<file path="src/rtl/peridot_board_i2c_regctl.sv">
`timescale 1ns/1ps
// I2C-slave register controller: sequences the board byte engine and turns
// I2C write/read bursts into single-beat Avalon-MM accesses via an 8-bit pointer.
module peridot_board_i2c_regctl #(
    parameter logic [6:0]  DEVICE_ADDR    = 7'h55,
    parameter int unsigned AUTO_INCREMENT = 1
) (
    input  logic       clock_sig,
    input  logic       reset_sig,
    input  logic       condi_start,
    input  logic       condi_stop,
    input  logic       done_byte,
    input  logic       done_ack,
    input  logic [7:0] recieve_bytedata,
    input  logic       recieve_ackdata,
    output logic       ackwaitrequest,
    output logic       send_ackdata,
    output logic [7:0] send_bytedata,
    output logic       send_bytedatavalid,
    output logic [7:0] avm_address,
    output logic       avm_read,
    output logic       avm_write,
    output logic [7:0] avm_writedata,
    input  logic [7:0] avm_readdata,
    input  logic       avm_waitrequest,
    output logic       busy
);
    localparam int unsigned BYTE_W = 8;
    localparam logic [BYTE_W-1:0] PTR_INC = (AUTO_INCREMENT != 0) ? BYTE_W'(1) : BYTE_W'(0);

    typedef enum logic [2:0] {
        ST_IDLE,
        ST_DEVADDR,
        ST_REGADDR,
        ST_WRDATA,
        ST_RDDATA,
        ST_IGNORE
    } state_t;

    state_t            state_q, state_d;
    logic [BYTE_W-1:0] ptr_q, ptr_d;
    logic              pend_start_q, pend_start_d;
    logic              pend_stop_q, pend_stop_d;
    logic              rd_first_q, rd_first_d;
    logic              ackwaitrequest_d, send_ackdata_d, send_bytedatavalid_d;
    logic              avm_read_d, avm_write_d, busy_d;
    logic [BYTE_W-1:0] send_bytedata_d, avm_address_d, avm_writedata_d;
    logic              acc_busy, acc_done, ev_stop, ev_start, addr_match;

    // Bus conditions are deferred while an access is in flight; STOP beats START.
    assign acc_busy   = avm_read | avm_write;
    assign acc_done   = acc_busy & ~avm_waitrequest;
    assign ev_stop    = ~acc_busy & (condi_stop | pend_stop_q);
    assign ev_start   = ~acc_busy & ~ev_stop & (condi_start | pend_start_q);
    assign addr_match = (recieve_bytedata[7:1] == DEVICE_ADDR);

    // State register
    always_ff @(posedge clock_sig or posedge reset_sig) begin
        if (reset_sig) begin
            state_q <= ST_IDLE;
        end else begin
            state_q <= state_d;
        end
    end

    // Next-state logic
    always_comb begin
        state_d = state_q;
        if (ev_stop) begin
            state_d = ST_IDLE;
        end else if (ev_start) begin
            state_d = ST_DEVADDR;
        end else if (!acc_busy) begin
            case (state_q)
                ST_DEVADDR: begin
                    if (done_byte) begin
                        if (!addr_match)              state_d = ST_IGNORE;
                        else if (recieve_bytedata[0]) state_d = ST_RDDATA;
                        else                          state_d = ST_REGADDR;
                    end
                end
                ST_REGADDR: if (done_byte) state_d = ST_WRDATA;
                ST_RDDATA: begin
                    if (done_ack && !rd_first_q && !recieve_ackdata) state_d = ST_IGNORE;
                end
                default: state_d = state_q;
            endcase
        end
    end

    // Output / datapath next values
    always_comb begin
        ptr_d                = ptr_q;
        pend_start_d         = 1'b0;
        pend_stop_d          = 1'b0;
        rd_first_d           = rd_first_q;
        ackwaitrequest_d     = ackwaitrequest;
        send_ackdata_d       = send_ackdata;
        send_bytedata_d      = send_bytedata;
        send_bytedatavalid_d = send_bytedatavalid;
        avm_address_d        = avm_address;
        avm_read_d           = avm_read;
        avm_write_d          = avm_write;
        avm_writedata_d      = avm_writedata;
        busy_d               = (state_d != ST_IDLE);

        if (acc_busy) begin
            pend_start_d = pend_start_q | condi_start;
            pend_stop_d  = pend_stop_q | condi_stop;
        end

        if (acc_done) begin
            avm_read_d       = 1'b0;
            avm_write_d      = 1'b0;
            ackwaitrequest_d = 1'b0;
            if (avm_read) begin
                send_bytedata_d      = avm_readdata;
                send_bytedatavalid_d = 1'b1;
            end
        end

        if (ev_stop || ev_start) begin
            send_ackdata_d       = 1'b0;
            send_bytedatavalid_d = 1'b0;
            rd_first_d           = 1'b0;
        end else if (!acc_busy) begin
            case (state_q)
                ST_IDLE: send_ackdata_d = 1'b0;
                ST_DEVADDR: begin
                    if (done_byte) begin
                        send_ackdata_d = addr_match;
                        if (addr_match && recieve_bytedata[0]) begin
                            avm_read_d       = 1'b1;
                            avm_address_d    = ptr_q;
                            ackwaitrequest_d = 1'b1;
                            ptr_d            = ptr_q + PTR_INC;
                            rd_first_d       = 1'b1;
                        end
                    end
                end
                ST_REGADDR: begin
                    if (done_byte) begin
                        ptr_d          = recieve_bytedata;
                        send_ackdata_d = 1'b1;
                    end
                end
                ST_WRDATA: begin
                    if (done_byte) begin
                        avm_write_d      = 1'b1;
                        avm_address_d    = ptr_q;
                        avm_writedata_d  = recieve_bytedata;
                        ackwaitrequest_d = 1'b1;
                        send_ackdata_d   = 1'b1;
                        ptr_d            = ptr_q + PTR_INC;
                    end
                end
                ST_RDDATA: begin
                    // The first ACK slot here is our own address ACK, not the master's.
                    if (done_ack) begin
                        send_ackdata_d = 1'b0;
                        rd_first_d     = 1'b0;
                        if (!rd_first_q && !recieve_ackdata) send_bytedatavalid_d = 1'b0;
                    end
                    if (done_byte) begin
                        send_ackdata_d   = 1'b0;
                        avm_read_d       = 1'b1;
                        avm_address_d    = ptr_q;
                        ackwaitrequest_d = 1'b1;
                        ptr_d            = ptr_q + PTR_INC;
                    end
                end
                ST_IGNORE: begin
                    send_ackdata_d       = 1'b0;
                    send_bytedatavalid_d = 1'b0;
                end
                default: send_ackdata_d = 1'b0;
            endcase
        end
    end

    // Output and datapath registers
    always_ff @(posedge clock_sig or posedge reset_sig) begin
        if (reset_sig) begin
            ptr_q              <= '0;
            pend_start_q       <= 1'b0;
            pend_stop_q        <= 1'b0;
            rd_first_q         <= 1'b0;
            ackwaitrequest     <= 1'b0;
            send_ackdata       <= 1'b0;
            send_bytedata      <= '0;
            send_bytedatavalid <= 1'b0;
            avm_address        <= '0;
            avm_read           <= 1'b0;
            avm_write          <= 1'b0;
            avm_writedata      <= '0;
            busy               <= 1'b0;
        end else begin
            ptr_q              <= ptr_d;
            pend_start_q       <= pend_start_d;
            pend_stop_q        <= pend_stop_d;
            rd_first_q         <= rd_first_d;
            ackwaitrequest     <= ackwaitrequest_d;
            send_ackdata       <= send_ackdata_d;
            send_bytedata      <= send_bytedata_d;
            send_bytedatavalid <= send_bytedatavalid_d;
            avm_address        <= avm_address_d;
            avm_read           <= avm_read_d;
            avm_write          <= avm_write_d;
            avm_writedata      <= avm_writedata_d;
            busy               <= busy_d;
        end
    end

endmodule
</file>
<file path="config.mk">
export PLATFORM = sky130hd
export DESIGN_NAME = peridot_board_i2c_regctl
export DESIGN_NICKNAME = d
export VERILOG_FILES = /design/src/rtl/peridot_board_i2c_regctl.sv
export SDC_FILE = /design/constraint.sdc
export NUM_CORES = 1
export LEC_CHECK = 0
export CORE_MARGIN = 8
export CORE_UTILIZATION = 35
export CTS_CLUSTER_SIZE = 20
export DETAILED_ROUTE_END_ITERATION = 8
export PLACE_DENSITY = 0.62
export SYNTH_ARGS = -nofsm -noshare
export SYNTH_HDL_FRONTEND = slang
export SYNTH_SLANG_ARGS = --single-unit
</file>
<file path="constraint.sdc">
create_clock -name clock_sig -period 5.1 [get_ports clock_sig]
set_input_delay 1.02 -clock clock_sig [delete_from_list [all_inputs] [get_ports clock_sig]]
set_output_delay 1.02 -clock clock_sig [all_outputs]
set_load 0.01 [all_outputs]
</file>
# --- Word level (Yosys, flattened, before mapping) ---
# Index checks and enable logic that the tools add are counted.
word_totals:
  register_bits: 44
  input_bits: 24
  elab_cells: 119
op_classes:
  n_bitwise: 11
  n_eq_ne: 16
  mux: 58
  addsub: 1
  n_reduce_logical: 19
ops:
  columns: ["operator", "count"]
  rows:
  - ["8-bit 2-to-1 mux", 7]
  - ["1-bit 2-to-1 mux", 35]
  - ["3-bit 2-to-1 mux", 8]
  - ["8-bit one-hot mux with 3 select lines", 1]
  - ["8-bit one-hot mux with 2 select lines", 1]
  - ["3-bit != test (second input constant)", 3]
  - ["3-bit one-hot mux with 3 select lines", 1]
  - ["3-bit nonzero test", 3]
  - ["8-bit by 1-bit adder with 8-bit output (second input constant)", 1]
  - ["1-bit one-hot mux with 2 select lines", 4]
  - ["4-bit AND reduction", 2]
  - ["7-bit equality test (second input constant)", 1]
  - ["7-bit AND reduction", 1]
  - ["3-bit by 2-bit equality test with 1-bit output (second input constant)", 2]
  - ["3-bit equality test (second input constant)", 2]
  - ["2-bit != test (second input constant)", 3]
  - ["6-bit AND reduction", 1]
  - ["5-bit AND reduction", 1]
  - ["1-bit bitwise AND", 4]
  - ["1-bit logical AND", 4]
  - ["2-bit by 1-bit != test with 1-bit output (second input constant)", 2]
  - ["4-bit != test (second input constant)", 1]
  - ["1-bit inverter", 4]
  - ["2-bit OR reduction", 2]
  - ["8 further kinds", 11]

# --- Depth between registers and ports, before layout ---
# Gate-level depths: netlist of the first run.
depth:
  ltp_word: 9
  ltp_mapped: 6
  mapped_depth_nobuf: 5

# --- Least setup slack after synthesis of the first run ---
# No wires, ideal clock.
synth_path:
  kind: "input -> register"
  startpoint: "input condi_start"
  endpoint: "register avm_writedata[0]"
  arrival_time_ns: 2.368
  path_slack_ns: 2.607
  cell_stages: 5
  required_ns: 4.975
  setup_time_ns: 0.125
  n_path_buf: 1
  path_cell_list: "or4_4 -> nor2_8 -> and3_4 -> buf_12 -> mux2_4"
synth_between:
  elab_chain_len: 5
synth_lines:
  columns: ["item", "line", "rtl"]
  rows:
  - ["from (decl)", "10", "input logic condi_start,"]
  - ["1-bit bitwise OR", "54", "assign ev_start = ~acc_busy & ~ev_stop & (condi_start | pend_start_q);"]
  - ["1-bit bitwise AND", "54", null]
  - ["1-bit logical OR", "122", "if (ev_stop || ev_start) begin"]
  - ["1-bit inverter (no line)", null, null]
  - ["4-bit AND reduction (no line)", null, null]
  - ["to (signal assigned)", "209", "avm_writedata <= avm_writedata_d;"]
  - ["to (decl)", "23", "output logic [7:0] avm_writedata,"]
# No other way between the ends.
# A chain may end at the register's enable or synchronous reset.

# --- Worst setup path after layout of the first run ---
layout_path:
  startpoint: "input recieve_bytedata[7]"
  endpoint: "register ptr_q[1]"
layout_between:
  elab_chain_len: 4
layout_lines:
  columns: ["item", "line", "rtl"]
  rows:
  - ["from (decl)", "14", "input logic [7:0] recieve_bytedata,"]
  - ["7-bit equality test", "55", "assign addr_match = (recieve_bytedata[7:1] == DEVICE_ADDR);"]
  - ["1-bit logical AND", "132", "if (addr_match && recieve_bytedata[0]) begin"]
  - ["2-bit != test (no line)", null, null]
  - ["7-bit AND reduction (no line)", null, null]
  - ["to (signal assigned)", "198", "ptr_q <= ptr_d;"]
  - ["to (decl)", "41", "logic [BYTE_W-1:0] ptr_q, ptr_d;"]
# No other way between the ends.

==> reports/results.txt, run 1 <==
post-synthesis cell type with the largest combined area: dfrtp_1
Worst-Margin Slew: 0.7625 ns
Die X: 96.17 µm
register area share after synthesis: 0.4894
DIE HEIGHT: 96.17 µm
worst-skew pair later-pin latency: 0.30 ns
1st-iter DRT viols: 140
fin util: 0.4676
number of max-cap violations: 0
final WL: 5380 µm
post-synthesis async set-or-reset flop share: 1.000
largest net degree at the start of global routing: 45
CP max stage cell: clkdlybuf4s50_1
final worst-path cycle share: 0.5356
number of global-route vias before repair: 1729
Die Area: 0.009249 mm²
worst r2r path cells: 4
Post-CTS Repair Setup Buffers: 0
status: completed
Cells after Synth: 195
CTS Hold Bufs: 0
syn_nets: 220
initial core utilization: 0.3584
All-Layer GR Usage: 0.1188
initial antenna violation count: 0
Post-synth top flop: dfrtp_1
gpl congestion: 0.8732
total CTS buffers: 5
Worst setup SP type: input port
critical path fanouts, max: 7
worst-case vdd ir drop: 0.0001297 V
launching point of the worst reg2reg path: avm_read$_DFF_PP0_
first-pass GRT wire length: 8500 µm
htree depth: 2
num rows: 29
Vias per Instance: 5.273
power per cell area: 260.8 mW/mm²
DRC Markers: 0
Tot Pwr: 765.6 µW
Post-DRT Antenna Nets: 0
CTS resizes: 0
met2 wire length: 2513 µm
antenna cells: 0
synthesized area: 0.002250 mm²
first-pass detailed-route iteration total: 4
Yosys reg bits: 44
Tmin final: 2.732 ns
Hold Violations, Final: 0
Setup Skew: 0.009063 ns
WS Path Type: in2reg
Hold Path Class: reg2reg
Post-Route M1 WL: 2439 µm
wire length on met3: 345 µm
Bufs on Longest Clock Path: 2
clk slew on worst S/H paths: 0.08 ns
average cell area after synthesis: 11.54 µm²
RSZ-0062 raised after global routing: no
Sink Count: 44
DPL Wire Length: 3871 µm
non-filler cells, final: 326
total gr overflow: 0
worst stage delay on the critical path: 0.52 ns
Synth Warn #: 0
number of I/O pins: 54
Core Area: 0.006277 mm²
Req. time, crit path: 5.29 ns
number of synthesized flops with an enable pin: 0
Worst Path Arrival: 2.92 ns
top area cells in the synthesized netlist: dfrtp_1, mux2_4, mux2_2
final setup TNS: 0 ns
final setup violating endpoints: 0
Rel. slew slack: 0.4906
clk root buf: clkbuf_8
setup slack, reg-to-reg: 2.91 ns
total number of vias: 1719
Pleak: 0.001277 µW
CP Capture Point: ptr_q[1]$_DFFE_PP0P_
DR WL/cell: 16.50 µm
share of post-route cells with drive strength above 1: 0.1446
CP Launch Point: recieve_bytedata[7]
share of the synthesized area in the top cell type: 0.4894
Crit. End Element: register
critical register-to-register path endpoint: ptr_q[1]$_DFFE_PP0P_
Synth cell types: 54
# nets final: 273
crit path cell chain: clkdlybuf4s50_1 > nor4bb_1 > nand3_1 > a21oi_2 > mux2_2
final slew viol count: 0
highest metal used: met4
CTS tree: yes
fmax: 366.1 MHz
PortBufs: 53
Area Overhead vs Synth: 30.48%
placed cell count: 318
[flip-flops by register name, summed over array words and instances, names as in the netlist]
register,flops
ackwaitrequest,1
avm_address,8
avm_read,1
avm_write,1
avm_writedata,8
busy,1
pend_start_q,1
pend_stop_q,1
ptr_q,8
rd_first_q,1
send_ackdata,1
send_bytedata,8
send_bytedatavalid,1
state_q,3
[cell type report]
class,instances,area [µm²]
repair buffers,54,538.0
multi-input cells,135,1062
clock buffers,6,72.57
fillers,584,3342
inverters,8,30.03
clock inverters,2,35.03
well taps,77,96.34
flip-flops and latches,44,1101
[cells in the mapped netlist (3+ instances only)]
master and number:
nor2_1 15, a211oi_1 4, mux2_4 8, nand2_1 10, inv_1 8, o211ai_1 3
o21ai_0 8, nand3_1 6, a2bb2oi_1 3, dfrtp_1 44, a221oi_1 3, o31ai_1 4
nand3b_1 3, mux2_2 9, o22ai_1 3, mux2_1 8, a21oi_1 6, buf_2 5
[per-layer routing]
layer	vias up	track usage
met5	-	0
met1	829	0.1461
met3	7	0.04290
met2	45	0.1816
li1	838	-
met4	0	0.05506
[power by group]
group	leakage, µW	internal, µW	total [µW]	switching, µW
registers	0.000597	368	385	16.6
clock network	0.0000552	145	266	120
logic	0.000624	65.5	115	49.8
[per-stage QoR]
step	hold slack [ns]	worst slack [ns]	area, µm²
after floorplan	0.4570	2.607	2250
after global placement	0.4751	2.093	2828
after detailed placement	0.4859	2.063	2828
after CTS	0.5050	2.377	2935
after global routing	0.5336	2.244	2935
final	0.5009	2.368	2935
[worst min path at each step]
stage                                       startpoint                           end  slack [ns]  cells after the start
after floorplan                 rd_first_q$_DFFE_PP0P_        rd_first_q$_DFFE_PP0P_        0.46                      2
after global placement      avm_address[7]$_DFFE_PP0P_    avm_address[7]$_DFFE_PP0P_        0.48                      1
after detailed placement    avm_address[3]$_DFFE_PP0P_    avm_address[3]$_DFFE_PP0P_        0.49                      1
after CTS                   avm_address[6]$_DFFE_PP0P_    avm_address[6]$_DFFE_PP0P_        0.50                      1
after global routing      avm_writedata[3]$_DFFE_PP0P_  avm_writedata[3]$_DFFE_PP0P_        0.53                      1
final                       avm_address[6]$_DFFE_PP0P_    avm_address[6]$_DFFE_PP0P_        0.50                      1
[worst max-delay path, delay by kind of cell]
kind | cells | cell delay, ns
AO/OA/AOI/OAI | 1 | 0.33
buffers and inverters | 1 | 0.52
multiplexers | 1 | 0.37
AND/OR/NAND/NOR | 2 | 0.68
[cells in the final DEF, fill, tap and decap left out, types with 2 or more instances in the layout]
cell type and count:
nand3b_1 3, o31ai_1 4, a221oi_1 3, mux2_2 9, nor2_1 15, dfrtp_1 44
and3_1 2, clkdlybuf4s50_1 53, a2bb2oi_1 3, inv_1 7, a211oi_1 4, o22ai_1 3
o211ai_1 3, clkbuf_8 5, o2111ai_1 2, nand3_1 6, or3_1 2, nor3_1 2
nor4_1 2, nor3b_1 2, mux2_1 8, mux2_4 8, o21ai_0 8, a21oi_1 6
nand2_1 10, and4_1 2, o22a_1 2, or4b_2 2
[logic make-up (layout without fill, tap and decap cells)]
| group | after synthesis | in the layout | share of synthesized area |
|---|---|---|---|
| AO/OA/AOI/OAI | 48 | 48 | 0.1574 |
| XOR/XNOR | 1 | 1 | 0.003894 |
| adder cells (fa/ha/maj) | 1 | 1 | 0.005561 |
| buffers and inverters | 16 | 70 | 0.03837 |
| flip-flops | 44 | 44 | 0.4894 |
| multiplexers | 25 | 25 | 0.1385 |
| AND/OR/NAND/NOR | 60 | 60 | 0.1669 |
No activity file was read; power rests on OpenSTA's default activity.
==> run 2: changes to the inputs <==
Settings changed: PLACE_DENSITY 0.62 to 0.64.
Clock period 5.1 ns to 2.3 ns, I/O delays scaled along.
==> run 2 against run 1 <==
Effect of this change: final area rose by 6.3%; non-clock buffer count rose by 24; clock skew rose by 0.0016 ns; utilization rose by 2.9 points; sequential power rose by 120%; first-iteration DRC count fell by 38%; flip-flop and latch count did not move; worst hold slack got worse by 0.0060 ns; wire length rose by 5.3%; largest power group unchanged.
==> reports/results.txt, run 2 (synthesized netlist as in run 1, its figures left out) <==
status: completed
gpl congestion: 0.8083 (-7.4%)
critical register-to-register path endpoint: avm_address[5]$_DFFE_PP0P_
CTS tree: yes
share of post-route cells with drive strength above 1: 0.2271 (+0.08253)
antenna cells: 0 (unchanged)
Vias per Instance: 5.229 (-0.84%)
# nets final: 297 (+8.8%)
RSZ-0062 raised after global routing: no
Seq pwr share: 0.492 (-0.010)
Tmin final: 2.130 ns
fillers: 592 (+1.4%)
power per cell area: 555.8 mW/mm² (+110%)
final setup violating endpoints: 0 (unchanged)
fmax: 469.6 MHz
CTS Hold Bufs: 0 (unchanged)
Hold Violations, Final: 0 (unchanged)
final slew viol count: 0 (unchanged)
Hold Path Class: reg2reg
Clock power frac: 0.349 (+0.002)
DR WL/cell: 16.18 µm (-2.0%)
DRC Markers: 0 (unchanged)
Area Overhead vs Synth: 38.65%
worst-skew pair later-pin latency: 0.30 ns (about the same)
placed cell count: 342 (+7.5%)
Internal Power: 1300 µW (+120%)
number of max-cap violations: 0 (unchanged)
cell area after layout: 0.003119 mm² (+6.3%)
DIE HEIGHT: 96.17 µm (unchanged)
final worst-path cycle share: 0.9259
number of I/O pins: 54 (unchanged)
All-Layer GR Usage: 0.1266 (+0.007749)
Final WS setup: 0.1704 ns (-2.198 ns)
clk root buf: clkbuf_8
worst stage delay on the critical path: 0.60 ns (+0.08 ns)
critical path fanouts, max: 4 (-3)
Post-CTS Repair Setup Buffers: 0 (unchanged)
clk slew on worst S/H paths: 0.08 ns (about the same)
WS Path Type: in2reg
Pleak: 0.001396 µW (+9.3%)
most common cell after layout, fill and taps aside: clkdlybuf4s50_1
Comb power frac: 0.159 (+0.008)
placed inst area: 0.003008 mm² (+6.4%)
Worst setup SP type: input port
worst r2r path cells: 4 (unchanged)
Core Area: 0.006277 mm² (unchanged)
first-pass GRT wire length: 9142 µm (+7.6%)
Reg area: 0.001101 mm² (unchanged)
1st-iter DRT viols: 87 (-38%)
Die X: 96.17 µm (unchanged)
hold path depth: 1 (unchanged)
non-filler cells, final: 350 (+7.4%)
initial antenna violation count: 0 (unchanged)
crit path cell chain: clkdlybuf4s50_1 > or4_4 > buf_4 > nor3_1 > o21ai_0 > nand3b_1
worst hold path endpoint: avm_address[6]$_DFFE_PP0P_
total number of vias: 1830 (+6.5%)
Rel. slew slack: 0.5714 (+0.08081)
Sink Count: 44 (unchanged)
Crit. End Element: register
CP max stage cell: or4_4
Sw Share: 0.2504 (+0.006504)
DPL Wire Length: 4175 µm (+7.9%)
htree depth: 2 (unchanged)
worst-case vdd ir drop: 0.0002706 V (+110%)
Net Sw Power: 434.1 µW (+130%)
Setup Skew: 0.01066 ns (+0.001600 ns)
Req. time, crit path: 2.54 ns (-2.75 ns)
Worst Path Arrival: 2.37 ns (-0.55 ns)
Die Area: 0.009249 mm² (unchanged)
Bufs on Longest Clock Path: 2 (unchanged)
setup slack, reg-to-reg: 0.36 ns (-2.55 ns)
PortBufs: 53 (unchanged)
most frequent cells in the layout: clkdlybuf4s50_1, dfrtp_1, buf_4, nor2_1, nand2_1
CTS resizes: 0 (unchanged)
num rows: 29 (unchanged)
total gr overflow: 0 (unchanged)
total CTS buffers: 5 (unchanged)
final WL: 5663 µm (+5.3%)
number of global-route vias before repair: 1858 (+7.5%)
launching point of the worst reg2reg path: state_q[2]$_DFF_PP0_
first-pass detailed-route iteration total: 4 (unchanged)
Worst-Margin Slew: 0.6429 ns (-0.1196 ns)
Place WS: -0.1210 ns (-2.184 ns)
initial core utilization: 0.3584 (unchanged)
Hold Path Origin: avm_address[6]$_DFFE_PP0P_
largest net degree at the start of global routing: 45 (unchanged)
Post-DRT Antenna Nets: 0 (unchanged)
Multi-input gate area: 0.001062 mm² (unchanged)
## run 2: per-layer routing
layer  up-vias  wire length, µm  global-route usage
li1        888                -                   -
met1       884             2538              0.1589
met2        50             2704              0.2020
met3         8              325             0.03510
met4         0               94             0.04738
met5         -                0                   0
## run 2: how the worst max path moves through the flow
stage	start	to	slack, ns	depth (start not counted)
finish	condi_start	ackwaitrequest$_DFF_PP0_	0.17	6
global placement	condi_start	avm_writedata[6]$_DFFE_PP0P_	-0.08	5
floorplan	condi_start	avm_writedata[0]$_DFFE_PP0P_	0.37	5
CTS	condi_start	ackwaitrequest$_DFF_PP0_	0.21	6
global route	condi_start	ackwaitrequest$_DFF_PP0_	0.08	6
detailed placement	condi_start	avm_writedata[4]$_DFFE_PP0P_	-0.12	5
## run 2: stage by stage
stage / hold WS, ns / utilization / TNS [ns] / power (µW)
4_1_cts: 0.4997 / 0.4969 / 0 / 1758
3_3_place_gp: 0.4752 / 0.4792 / -1.283 / 1143
6_report: 0.4949 / 0.4969 / 0 / 1734
5_1_grt: 0.5260 / 0.4969 / 0 / 1820
3_5_place_dp: 0.4808 / 0.4792 / -1.643 / 1147
2_1_floorplan: 0.4570 / - / 0 / 981.1
## run 2: final cells by class
class / count / share of cell area
flip-flops and latches: 44 / 0.3530
multi-input cells: 135 / 0.3406
repair buffers: 78 / 0.2302
well taps: 77 / 0.03089
clock buffers: 5 / 0.02206
clock inverters: 3 / 0.01364
inverters: 8 / 0.009627
## run 2: worst max-delay path: cells and delay by family
kind	cells	cell delay, ns
buffers and inverters	2	0.61
AOI/OAI and AO/OA	1	0.22
and+or+nand+nor	3	1.07
## run 2: power by group through the flow
stage	Combinational, µW	Clock, µW	Sequential (µW)
global route	302	656	862
global placement	275	0	867
detailed placement	279	0	868
CTS	281	624	854
floorplan	109	0	872
finish	276	605	853
==> run 3: changes to the inputs <==
Settings changed: CORE_ASPECT_RATIO from default to 1.75.
==> run 3 against run 2 <==
Effect of this change: critical path depth down 1; maximum frequency grew 0.81%; combinational power rose by 2%; die area is 1.1% higher; count of clock-buffer cells in the layout is 1 higher; wire length shrank 0.67%; worst hold slack got worse by 0.018 ns; worst setup slack gained 0.017 ns; clock skew fell by 0.00095 ns; total power down 0.79%; non-clock buffer count grew 2; clock power decreased by 3%; largest cell class unchanged.
==> reports/results.txt, run 3 (synthesized netlist as in run 1, its figures left out) <==
antenna cells: 0 (unchanged)
Vias per Instance: 5.161 (-1.3%)
Setup Skew: 0.009710 ns (-0.0009534 ns)
Rel. slew slack: 0.5663 (-0.005145)
total gr overflow: 0 (unchanged)
critical path fanouts, max: 9 (+5)
CTS Hold Bufs: 0 (unchanged)
final slew viol count: 0 (unchanged)
cell area after layout: 0.003159 mm² (+1.3%)
gpl congestion: 0.8581 (+6.2%)
cell count along the critical path: 5 (-1)
Place WS: -0.1272 ns (-0.006198 ns)
Die Area: 0.009350 mm² (+1.1%)
All-Layer GR Usage: 0.1274 (+0.0007863)
most frequent cells in the layout: clkdlybuf4s50_1, dfrtp_1, buf_4, nor2_1, nand2_1
CP bufs+invs: 1 (-1)
worst stage delay on the critical path: 0.61 ns (about the same)
number of max-cap violations: 0 (unchanged)
share of post-route cells with drive strength above 1: 0.2255 (-0.001652)
final setup violating endpoints: 0 (unchanged)
CP Launch Point: condi_start
# nets final: 299 (+0.67%)
Worst-Margin Slew: 0.6506 ns (+0.007718 ns)
Sink Count: 44 (unchanged)
initial antenna violation count: 0 (unchanged)
CP top delay family: simple AND/OR/NAND/NOR gates
Pleak: 0.001410 µW (+1.0%)
Die X: 76.61 µm (-20%)
Post-DRT Antenna Nets: 0 (unchanged)
Hold Violations, Final: 0 (unchanged)
Post-CTS Repair Setup Buffers: 0 (unchanged)
setup slack, reg-to-reg: 0.39 ns (+0.03 ns)
worst r2r path cells: 4 (unchanged)
RSZ-0062 raised after global routing: no
Worst setup SP type: input port
DIE HEIGHT: 122.1 µm (+27%)
1st-iter DRT viols: 93 (+6.9%)
Final WS setup: 0.1876 ns (+0.01716 ns)
CTS resizes: 0 (unchanged)
num rows: 38 (+31%)
final worst-path cycle share: 0.9184 (-0.007460)
clk root buf: clkbuf_8
Tmin final: 2.112 ns (-0.01716 ns)
PortBufs: 53 (unchanged)
launching point of the worst reg2reg path: state_q[2]$_DFF_PP0_
number of I/O pins: 54 (unchanged)
CTS tree: yes
total CTS buffers: 5 (unchanged)
most common cell after layout, fill and taps aside: clkdlybuf4s50_1
status: completed
final WL: 5625 µm (-0.67%)
WS Path Type: in2reg
Crit. End Element: register
first-pass GRT wire length: 9597 µm (+5.0%)
power per cell area: 544.4 mW/mm² (-2.0%)
Tot Pwr: 1720 µW (-0.79%)
htree depth: 2 (unchanged)
Req. time, crit path: 2.49 ns (-0.05 ns)
clk slew on worst S/H paths: 0.09 ns (about the same)
Area Overhead vs Synth: 40.43%
first-pass detailed-route iteration total: 4 (unchanged)
worst-skew pair later-pin latency: 0.30 ns (about the same)
DR WL/cell: 15.85 µm (-2.1%)
Bufs on Longest Clock Path: 2 (unchanged)
worst-case vdd ir drop: 0.0002712 V (+0.22%)
Core Area: 0.006228 mm² (-0.78%)
total number of vias: 1832 (+0.11%)
Worst Path Arrival: 2.30 ns (-0.07 ns)
initial core utilization: 0.3612 (+0.002808)
crit path cell chain: clkdlybuf4s50_1 > or4_4 > nor2_8 > and3_4 > mux2_4
DRC Markers: 0 (unchanged)
number of global-route vias before repair: 1968 (+5.9%)
CP max stage cell: or4_4
fmax: 473.4 MHz (+0.81%)
Hold Path Class: in2async
fillers: 574 (-3.0%)
DPL Wire Length: 4427 µm (+6.0%)
largest net degree at the start of global routing: 45 (unchanged)
placed inst area: 0.003052 mm² (+1.5%)
==> run 3: changes by cell type in the layout (fill, tap and decap cells not counted) <==
cell and delta:
buf_12 +2, clkbuf_1 +1, clkinv_1 +1, clkinvlp_4 -1, inv_2 -1
==> run 3: worst min-delay path, stage by stage <==
cell and delay, ns:
clkdlybuf4s50_1 0.40, clkinv_1 0.07, buf_12 0.23
==> run 3: final cells by class <==
type	instances	area [µm²]	area share
inverters	8	30.03	0.009505
flip-flops and latches	44	1101	0.3485
clock buffers	6	72.57	0.02297
well taps	80	100.1	0.03168
multi-input cells	135	1062	0.3362
clock inverters	2	35.03	0.01109
repair buffers	80	758.2	0.2400
==> run 3: worst paths after layout <==
path | to
min in group clock_sig | avm_address[7]$_DFFE_PP0P_
worst max-delay path | avm_writedata[7]$_DFFE_PP0P_
worst min register to register | avm_address[7]$_DFFE_PP0P_
max in group asynchronous | avm_writedata[5]$_DFFE_PP0P_
worst min-delay path | send_bytedata[3]$_DFFE_PP0P_
worst max register to register | ptr_q[1]$_DFFE_PP0P_
==> run 3: report_power, final <==
part / internal (µW) / leakage (µW) / switching [µW] / total (µW)
sequential: 816 / 0.000597 / 36.6 / 852
combinational: 167 / 0.000758 / 115 / 282
clock: 322 / 0.0000552 / 263 / 586
==> run 3: metrics by stage <==
step / hold WS, ns / setup TNS [ns] / cells / utilization
3_3_place_gp: 0.4776 / -1.353 / 347 / 0.4900
5_1_grt: 0.5097 / 0 / 355 / 0.5072
4_1_cts: 0.4846 / 0 / 355 / 0.5072
2_1_floorplan: 0.4570 / 0 / 195 / -
3_5_place_dp: 0.4849 / -1.714 / 347 / 0.4900
6_report: 0.4771 / 0 / 355 / 0.5072
==> run 3: layer usage <==
layer	vias up	track usage	wire (µm)
met5	-	0	0
met4	0	0.07143	132
met3	9	0.02507	142
met2	28	0.2321	3126
met1	906	0.1338	2223
li1	889	-	-
